`src/rtl/axi_rd_responder.sv`:
```
`timescale 1ns/1ps
// axi_rd_responder
// AXI4 read-channel responder (memory side). Accepts one AR burst at a time,
// reads each beat from a word-wide synchronous-read memory and returns it on R.
// FIXED and INCR bursts are served. Oversized beats (size>3) and WRAP/reserved
// bursts get SLVERR beats with zero data and no memory access.
//
// Optional feature: define AXI_RD_RESP_ADDR_CHECK_EN to answer any beat whose
// address lies outside [MemBase, MemBase+MemSize) with DECERR (no memory
// access). DECERR wins over SLVERR. Without it every supported beat reads
// memory and the word index simply aliases.
//
// Ports
//   clk_i, rst_i          clock, synchronous active-high reset
//   ar_*                  AR channel (valid/ready, id, addr, len, size, burst)
//   r_*                   R channel (valid/ready, id, data, resp, last)
//   mem_req_o/mem_addr_o  memory read strobe and word index
//   mem_rdata_i           memory data, valid one cycle after mem_req_o
module axi_rd_responder #(
  parameter int unsigned AxiIdWidth   = 4,
  parameter int unsigned AxiAddrWidth = 64,
  parameter int unsigned AxiDataWidth = 64,
  parameter int unsigned MemAddrWidth = 16,
  parameter logic [AxiAddrWidth-1:0] MemBase = 'h8000_0000,
  parameter logic [AxiAddrWidth-1:0] MemSize = 'h4000_0000
) (
  input  logic                    clk_i,
  input  logic                    rst_i,
  input  logic                    ar_valid_i,
  output logic                    ar_ready_o,
  input  logic [AxiIdWidth-1:0]   ar_id_i,
  input  logic [AxiAddrWidth-1:0] ar_addr_i,
  input  logic [7:0]              ar_len_i,
  input  logic [2:0]              ar_size_i,
  input  logic [1:0]              ar_burst_i,
  output logic                    r_valid_o,
  input  logic                    r_ready_i,
  output logic [AxiIdWidth-1:0]   r_id_o,
  output logic [AxiDataWidth-1:0] r_data_o,
  output logic [1:0]              r_resp_o,
  output logic                    r_last_o,
  output logic                    mem_req_o,
  output logic [MemAddrWidth-1:0] mem_addr_o,
  input  logic [AxiDataWidth-1:0] mem_rdata_i
);

  localparam logic [1:0] StIdle = 2'd0;
  localparam logic [1:0] StReq  = 2'd1;
  localparam logic [1:0] StWait = 2'd2;
  localparam logic [1:0] StResp = 2'd3;

  localparam logic [1:0] RespOkay   = 2'b00;
  localparam logic [1:0] RespSlvErr = 2'b10;
  localparam logic [1:0] RespDecErr = 2'b11;

  localparam logic [1:0] BurstFixed = 2'b00;

  logic [1:0]              state_q, state_d;
  logic [AxiIdWidth-1:0]   id_q, id_d;
  logic [AxiAddrWidth-1:0] addr_q, addr_d;
  logic [7:0]              len_q, len_d;
  logic [2:0]              size_q, size_d;
  logic [1:0]              burst_q, burst_d;
  logic [7:0]              beat_q, beat_d;
  logic [1:0]              resp_q, resp_d;
  logic                    r_valid_q, r_valid_d;
  logic [AxiIdWidth-1:0]   r_id_q, r_id_d;
  logic [AxiDataWidth-1:0] r_data_q, r_data_d;
  logic [1:0]              r_resp_q, r_resp_d;
  logic                    r_last_q, r_last_d;
  logic                    mem_req_q, mem_req_d;
  logic [MemAddrWidth-1:0] mem_addr_q, mem_addr_d;

  logic                    load_beat;
  logic [1:0]              beat_resp;
  logic [AxiAddrWidth-1:0] step;

  function automatic logic [MemAddrWidth-1:0] word_idx(input logic [AxiAddrWidth-1:0] a);
    return MemAddrWidth'((a - MemBase) >> 3);
  endfunction

  always_comb begin
    state_d    = state_q;
    id_d       = id_q;
    addr_d     = addr_q;
    len_d      = len_q;
    size_d     = size_q;
    burst_d    = burst_q;
    beat_d     = beat_q;
    resp_d     = resp_q;
    r_valid_d  = r_valid_q;
    r_id_d     = r_id_q;
    r_data_d   = r_data_q;
    r_resp_d   = r_resp_q;
    r_last_d   = r_last_q;
    mem_req_d  = 1'b0;
    mem_addr_d = mem_addr_q;
    load_beat  = 1'b0;
    beat_resp  = RespOkay;
    step       = {{(AxiAddrWidth-1){1'b0}}, 1'b1} << size_q;

    case (state_q)
      StIdle: begin
        if (ar_valid_i) begin
          id_d      = ar_id_i;
          addr_d    = ar_addr_i;
          len_d     = ar_len_i;
          size_d    = ar_size_i;
          burst_d   = ar_burst_i;
          beat_d    = '0;
          load_beat = 1'b1;
          state_d   = StReq;
        end
      end
      StReq: state_d = StWait;
      StWait: begin
        r_valid_d = 1'b1;
        r_id_d    = id_q;
        r_data_d  = (resp_q == RespOkay) ? mem_rdata_i : '0;
        r_resp_d  = resp_q;
        r_last_d  = (beat_q == len_q);
        state_d   = StResp;
      end
      StResp: begin
        if (r_ready_i) begin
          r_valid_d = 1'b0;
          if (r_last_q) begin
            state_d = StIdle;
          end else begin
            beat_d = beat_q + 8'd1;
            if (burst_q != BurstFixed) begin
              // Non-FIXED bursts step like INCR so error beats still walk the
              // address range when the window check is compiled in.
              addr_d = (addr_q & ~(step - 1'b1)) + step;
            end
            load_beat = 1'b1;
            state_d   = StReq;
          end
        end
      end
      default: state_d = StIdle;
    endcase

    // Classify the beat about to enter REQ; the memory strobe and word index
    // are registered here so they appear exactly during the REQ cycle.
    if (load_beat) begin
      if (size_d > 3'd3 || burst_d[1]) begin
        beat_resp = RespSlvErr;
      end
`ifdef AXI_RD_RESP_ADDR_CHECK_EN
      if ((addr_d - MemBase) >= MemSize) begin
        beat_resp = RespDecErr;
      end
`endif
      resp_d     = beat_resp;
      mem_req_d  = (beat_resp == RespOkay);
      mem_addr_d = word_idx(addr_d);
    end
  end

  always_ff @(posedge clk_i) begin
    if (rst_i) begin
      state_q    <= StIdle;
      id_q       <= '0;
      addr_q     <= '0;
      len_q      <= '0;
      size_q     <= '0;
      burst_q    <= '0;
      beat_q     <= '0;
      resp_q     <= '0;
      r_valid_q  <= 1'b0;
      r_id_q     <= '0;
      r_data_q   <= '0;
      r_resp_q   <= '0;
      r_last_q   <= 1'b0;
      mem_req_q  <= 1'b0;
      mem_addr_q <= '0;
    end else begin
      state_q    <= state_d;
      id_q       <= id_d;
      addr_q     <= addr_d;
      len_q      <= len_d;
      size_q     <= size_d;
      burst_q    <= burst_d;
      beat_q     <= beat_d;
      resp_q     <= resp_d;
      r_valid_q  <= r_valid_d;
      r_id_q     <= r_id_d;
      r_data_q   <= r_data_d;
      r_resp_q   <= r_resp_d;
      r_last_q   <= r_last_d;
      mem_req_q  <= mem_req_d;
      mem_addr_q <= mem_addr_d;
    end
  end

  assign ar_ready_o = (state_q == StIdle) && !rst_i;
  assign r_valid_o  = r_valid_q;
  assign r_id_o     = r_id_q;
  assign r_data_o   = r_data_q;
  assign r_resp_o   = r_resp_q;
  assign r_last_o   = r_last_q;
  assign mem_req_o  = mem_req_q;
  assign mem_addr_o = mem_addr_q;

endmodule

```
`config.mk`:
```
export PLATFORM = sky130hd
export DESIGN_NAME = axi_rd_responder
export DESIGN_NICKNAME = d
export VERILOG_FILES = /design/src/rtl/axi_rd_responder.sv
export SDC_FILE = /design/constraint.sdc
export NUM_CORES = 1
export LEC_CHECK = 0
export BUFFER_PORTS_ARGS = -buffer_cell sky130_fd_sc_hd__buf_4
export CAP_MARGIN = 30
export CORE_MARGIN = 1
export CORE_UTILIZATION = 30
export CTS_BUF_LIST = sky130_fd_sc_hd__clkbuf_8 sky130_fd_sc_hd__clkbuf_16
export CTS_CLUSTER_SIZE = 40
export DETAILED_ROUTE_END_ITERATION = 8
export SYNTH_ARGS = -nofsm -noshare
export SYNTH_HDL_FRONTEND = slang
export SYNTH_SLANG_ARGS = --single-unit
export TNS_END_PERCENT = 1
```
`constraint.sdc`:
```
create_clock -name clk_i -period 9.06 [get_ports clk_i]
set_input_delay 1.359 -clock clk_i [delete_from_list [all_inputs] [get_ports clk_i]]
set_output_delay 1.359 -clock clk_i [all_outputs]
set_load 0.005 [all_outputs]
```
Yosys cells after proc, flatten, opt, wreduce, memory -nomap -nowiden --
Cells that the tools add are included.
Word-level totals: output and inout port bits 90, register bits 182, bits of input ports 149, word-level logic and storage cells 72
Cells by class: add/sub/neg operators 4, bitwise gates (word level) 3, multiplexer cells 26, reduce and logical (&&, ||, !) cells 14, equal/unequal tests 7, order comparisons 1, shifts and indexed selects 1
Operators by type and width (number):
- 2-to-1 mux 64 bit | 5
- one-hot mux 64 bit (2 select lines) | 1
- adder 64 bit | 1
- AND 64 bit | 1
- NOT 64 bit | 1
- left shift 1 x 3 -> 64 bit (first input constant) | 1
- subtractor 64 x 1 -> 64 bit (second input constant) | 1
- 2-to-1 mux 8 bit | 3
- subtractor 19 x 1 -> 19 bit (second input constant) | 1
- one-hot mux 8 bit (2 select lines) | 1
- 2-to-1 mux 2 bit | 6
- adder 8 x 1 -> 8 bit (second input constant) | 1
- equality test 8 bit | 1
- one-hot mux 2 bit (4 select lines) | 1
- zero test 2 bit | 3
- 2-to-1 mux 3 bit | 2
- inequality test 2 bit (second input constant) | 3
- AND reduction 2 bit | 3
- nonzero test 2 bit | 3
- 2-to-1 mux 1 bit | 5
- equality test 2 bit (second input constant) | 2
- one-hot mux 1 bit (2 select lines) | 2
- AND reduction 4 bit | 1
- greater-than comparator 3 x 2 -> 1 bit (second input constant) | 1
- other kinds (6) | 6

Logic depth before layout (Yosys ltp) --
depth in word-level cells 10, depth in mapped cells 13, gate-level depth less buffers 10

Worst setup path after synthesis --
Ideal clock, no wire load.
path type input port to output port, start in rst_i, end out ar_ready_o, slack 5442 ps, data required time 7701 ps, arrival time 2259 ps, path buffers 3, stages 4, cells stage by stage clkbuf_1 > clkbuf_1 > clkbuf_1 > nor2_1
On the way: word-level cells in the longest chain between the ends 2
Ends and longest elaborated chain:
- start: declaration | line 28 | input logic rst_i,
- zero test 1 bit | line 197 | assign ar_ready_o = (state_q == StIdle) && !rst_i;
- logical AND 1 bit | line 197
- end: declaration | line 30 | output logic ar_ready_o,
Every way passes these cells.

Worst setup path after layout --
start reg size_q[1], end reg addr_q[9]
On the way: word-level cells in the longest chain between the ends 9
Ends and longest elaborated chain:
- start: declaration | line 62 | logic [2:0] size_q, size_d;
- start signal: assignment | line 183 | size_q <= size_d;
- left shift 1 x 3 -> 64 bit (*) | line 100 | step = {{(AxiAddrWidth-1){1'b0}}, 1'b1} << size_q;
- subtractor 64 x 1 -> 64 bit | line 134 | addr_d = (addr_q & ~(step - 1'b1)) + step;
- NOT 64 bit | line 134
- AND 64 bit | line 134
- adder 64 bit (*) | line 134
- 2-to-1 mux 64 bit (*) | line 131 | if (burst_q != BurstFixed) begin
- 2-to-1 mux 64 bit (*) | line 127 | if (r_last_q) begin
- 2-to-1 mux 64 bit (*) | line 125 | if (r_ready_i) begin
- one-hot mux 64 bit (2 select lines) (*) | line 102 | case (state_q)
- end signal: assignment | line 181 | addr_q <= addr_d;
- end: declaration | line 60 | logic [AxiAddrWidth-1:0] addr_q, addr_d;
Mark *: on every way between the ends. The rest lies on a longest branch, timed or not. A chain may end at the register's enable or synchronous reset.

==> results.sh <==
export IMPL_synth_avg_cell_area_um2=8.03
export IMPL_route_detailed_drc=0
export IMPL_globalplace_congestion=0.825
export IMPL_fill_cells=2233
export IMPL_skew_ns=0.0125
export IMPL_grt_pass1_vias=6437
export IMPL_rsz0062_at_grt="no"
export IMPL_die_w_um=153
export IMPL_rows=54
export IMPL_ir_drop_mv=0.132
export IMPL_dr_pass1_iters=6
export IMPL_htreeDepth=4
export IMPL_worstPathRequired_ns=9.38
export IMPL_max_cap_violations=0
export IMPL_status="finished clean"
export IMPL_wl_mm=20.5
export IMPL_clockBufferDepth=2
export IMPL_coreArea_mm2=0.0221
export IMPL_dp_hpwl_mm=13.8
export IMPL_path_clk_slew_ns=0.06
export IMPL_insertedDiodeCount=0
export IMPL_wl_met3_mm=1.82
export IMPL_hold_buffers=0
export IMPL_io_pins=239
export IMPL_async_flop_share=0
export IMPL_start_util=0.309
export IMPL_path_class="register to register"
export IMPL_cp_arrival_ns=4.13
export IMPL_yosys_cell_count_top_type="dfxtp_1"
export IMPL_worst_pin_slew_ns=0.885
export IMPL_grt_antenna_before_repair=0
export IMPL_drtIter0Drc=307
export IMPL_yosysSeqAreaShare=0.395
export IMPL_ant_nets=0
export IMPL_combPwrFrac=0.394
export IMPL_dr_wl_met2_mm=9.20
export IMPL_p_per_area_mw_per_mm2=285
export IMPL_switching_share=0.394
export IMPL_worstSetupStartpointType="register"
export IMPL_layout_drive_gt1_share=0.254
export IMPL_hold_viol=0
export IMPL_grt_total_usage=0.177
export IMPL_min_period_ns=3.81
export IMPL_m1WireLength_mm=9.17
export IMPL_port_buffers=192
export IMPL_fin_nets=1166
export IMPL_seq_area_mm2=0.00270
export IMPL_grt_max_degree=74
export IMPL_synth_nets=1009
export IMPL_cts_made_buffers=17
export IMPL_crit_fanout=24
export IMPL_ys_top_cells_by_area="dfxtp_1, a21oi_1, nor2_1"
export IMPL_synth_edf_count=0
export IMPL_synthDistinctLibCells=83
export IMPL_cts_tree="yes"
export IMPL_synth_top_cell_by_area="dfxtp_1"
export IMPL_relSlewSlack=0.409
export IMPL_highest_layer="met4"
export IMPL_postCtsResizedCells=0
export IMPL_maxSlewViolCount=0
export IMPL_synthTopCellsByCount="dfxtp_1, nor2_1, a21oi_1, nand2_1, nor2b_1"
export IMPL_vias=6561
export IMPL_die_area_mm2=0.0234
export IMPL_leakagePower_nw=3.83
export IMPL_clk_latency_ns=0.43
export IMPL_synth_top_area_share=0.395
export IMPL_postCtsSetupBuffers=0
export IMPL_avgRoutedWirePerCell_um=15.7
export IMPL_finalHoldWorstSlack_ns=0.455
export IMPL_synthesis_area_mm2=0.00684
export IMPL_fin_crit_sh=0.420
export IMPL_intPower_mw=1.56
export IMPL_ys_ff_latch=135
export IMPL_setup_viol_count_final=0
export IMPL_end_kind="register"
export IMPL_multi_input_comb_area_mm2=0.00381
export IMPL_p_switching_mw=1.01
export IMPL_p_seq_frac=0.328
export IMPL_pwr_share_clk=0.279
export IMPL_grt_overflow_total=0
export IMPL_dieHeight_um=153
export IMPL_clock_root_buffer="clkbuf_16"
export IMPL_fmax_mhz=263
export IMPL_tns_ns=0
export IMPL_synth_cells=852
export IMPL_cts_sink_count=135
export IMPL_synth_ff_type="dfxtp_1"
export IMPL_yosys_warnings=0
export IMPL_avgViaCountPerCell=5.04
export IMPL_area_delta_synth_final_pct=32.1
export IMPL_grt_pass1_wl_mm=33.1
export IMPL_hp_class="register to register"
## final cells by class
| cell class | count | share of cell area |
|---|---|---|
| clock buffers | 18 | 0.0486 |
| clock inverters | 14 | 0.0193 |
| inverters | 15 | 0.00637 |
| multi-input cells | 640 | 0.422 |
| flip-flops and latches | 135 | 0.299 |
| well taps | 280 | 0.0388 |
| repair buffers | 200 | 0.166 |
## through the flow
stage               total power, mW  std cells   util  setup WS [ns]  instance area [um^2]
CTS                            2.60       1302  0.409           5.30                  9030
global placement               1.86       1270  0.381           5.30                  8420
global route                   2.76       1302  0.409           5.01                  9030
detailed placement             1.87       1270  0.381           5.32                  8420
floorplan                      1.49        852      -           5.44                  6840
finish                         2.58       1302  0.409           5.25                  9030
## routing by layer
layer / vias up / GRT usage
met4: 0 / 0.0534
met3: 17 / 0.0680
met2: 233 / 0.290
li1: 3282 / -
met5: - / 0
met1: 3029 / 0.214
## power groups by stage
| stage | clock network, mW | registers [mW] | logic [mW] |
|---|---|---|---|
| detailed placement | 0 | 0.853 | 1.01 |
| global route | 0.766 | 0.864 | 1.13 |
| CTS | 0.738 | 0.844 | 1.02 |
| global placement | 0 | 0.852 | 1.01 |
| floorplan | 0 | 0.828 | 0.661 |
| finish | 0.719 | 0.845 | 1.01 |
## cells in the final DEF (no fill, tap or decap), drive strengths merged, types with 8 or more instances in the layout
cell / Yosys / routed
a21oi: 111 / 111
and2: 9 / 9
and3: 10 / 10
buf: 20 / 200
clkbuf: 42 / 18
dfxtp: 135 / 135
ha: 8 / 8
inv: 13 / 22
mux2i: 16 / 16
nand2: 80 / 80
nand2b: 10 / 10
nand3: 25 / 25
nand4: 9 / 9
nor2: 120 / 120
nor2b: 67 / 67
nor3: 14 / 14
o21ai: 27 / 27
xor2: 15 / 15
## worst max-delay path, cell delays in order (launching register included)
cell,delay [ns]
dfxtp_1,0.90
nor2_1,0.22
nand2_1,0.13
ha_1,0.42
nand4b_1,0.25
a2111oi_4,0.57
nor2_2,0.11
o31ai_4,0.44
mux2_1,0.39
a221oi_1,0.26
## path summary, 6_finish.rpt
path	from	end	slack (ns)	depth (start not counted)
worst min-delay path	burst_q[0]	burst_q[0]	0.46	2
worst max-delay path	size_q[1]	addr_q[9]	5.25	9
worst max register to register	size_q[1]	addr_q[9]	5.25	9
worst min register to register	burst_q[0]	burst_q[0]	0.46	2
## registers in the layout (all words and copies together) (netlist names), 2 cells and up
| signal | cells |
|---|---|
| mem_addr_o | 16 |
| size_q | 3 |
| state_q | 2 |
| burst_q | 2 |
| len_q | 8 |
| addr_q | 19 |
| id_q | 4 |
| r_id_o | 4 |
| r_data_o | 64 |
| beat_q | 8 |
## logic make-up (layout without fill, tap and decap cells)
| group | Yosys count | count (layout) | share of synthesized area |
|---|---|---|---|
| muxes | 23 | 23 | 0.0349 |
| DFF | 135 | 135 | 0.395 |
| buffers and inverters | 77 | 247 | 0.0494 |
| and+or+nand+nor | 370 | 370 | 0.269 |
| adders and majority gates | 8 | 8 | 0.0146 |
| other | 1 | 1 | 0.000548 |
| xor gates and xnor gates | 21 | 21 | 0.0269 |
| AOI/OAI and AO/OA | 217 | 217 | 0.209 |
Power figures use the tool's default switching activity.
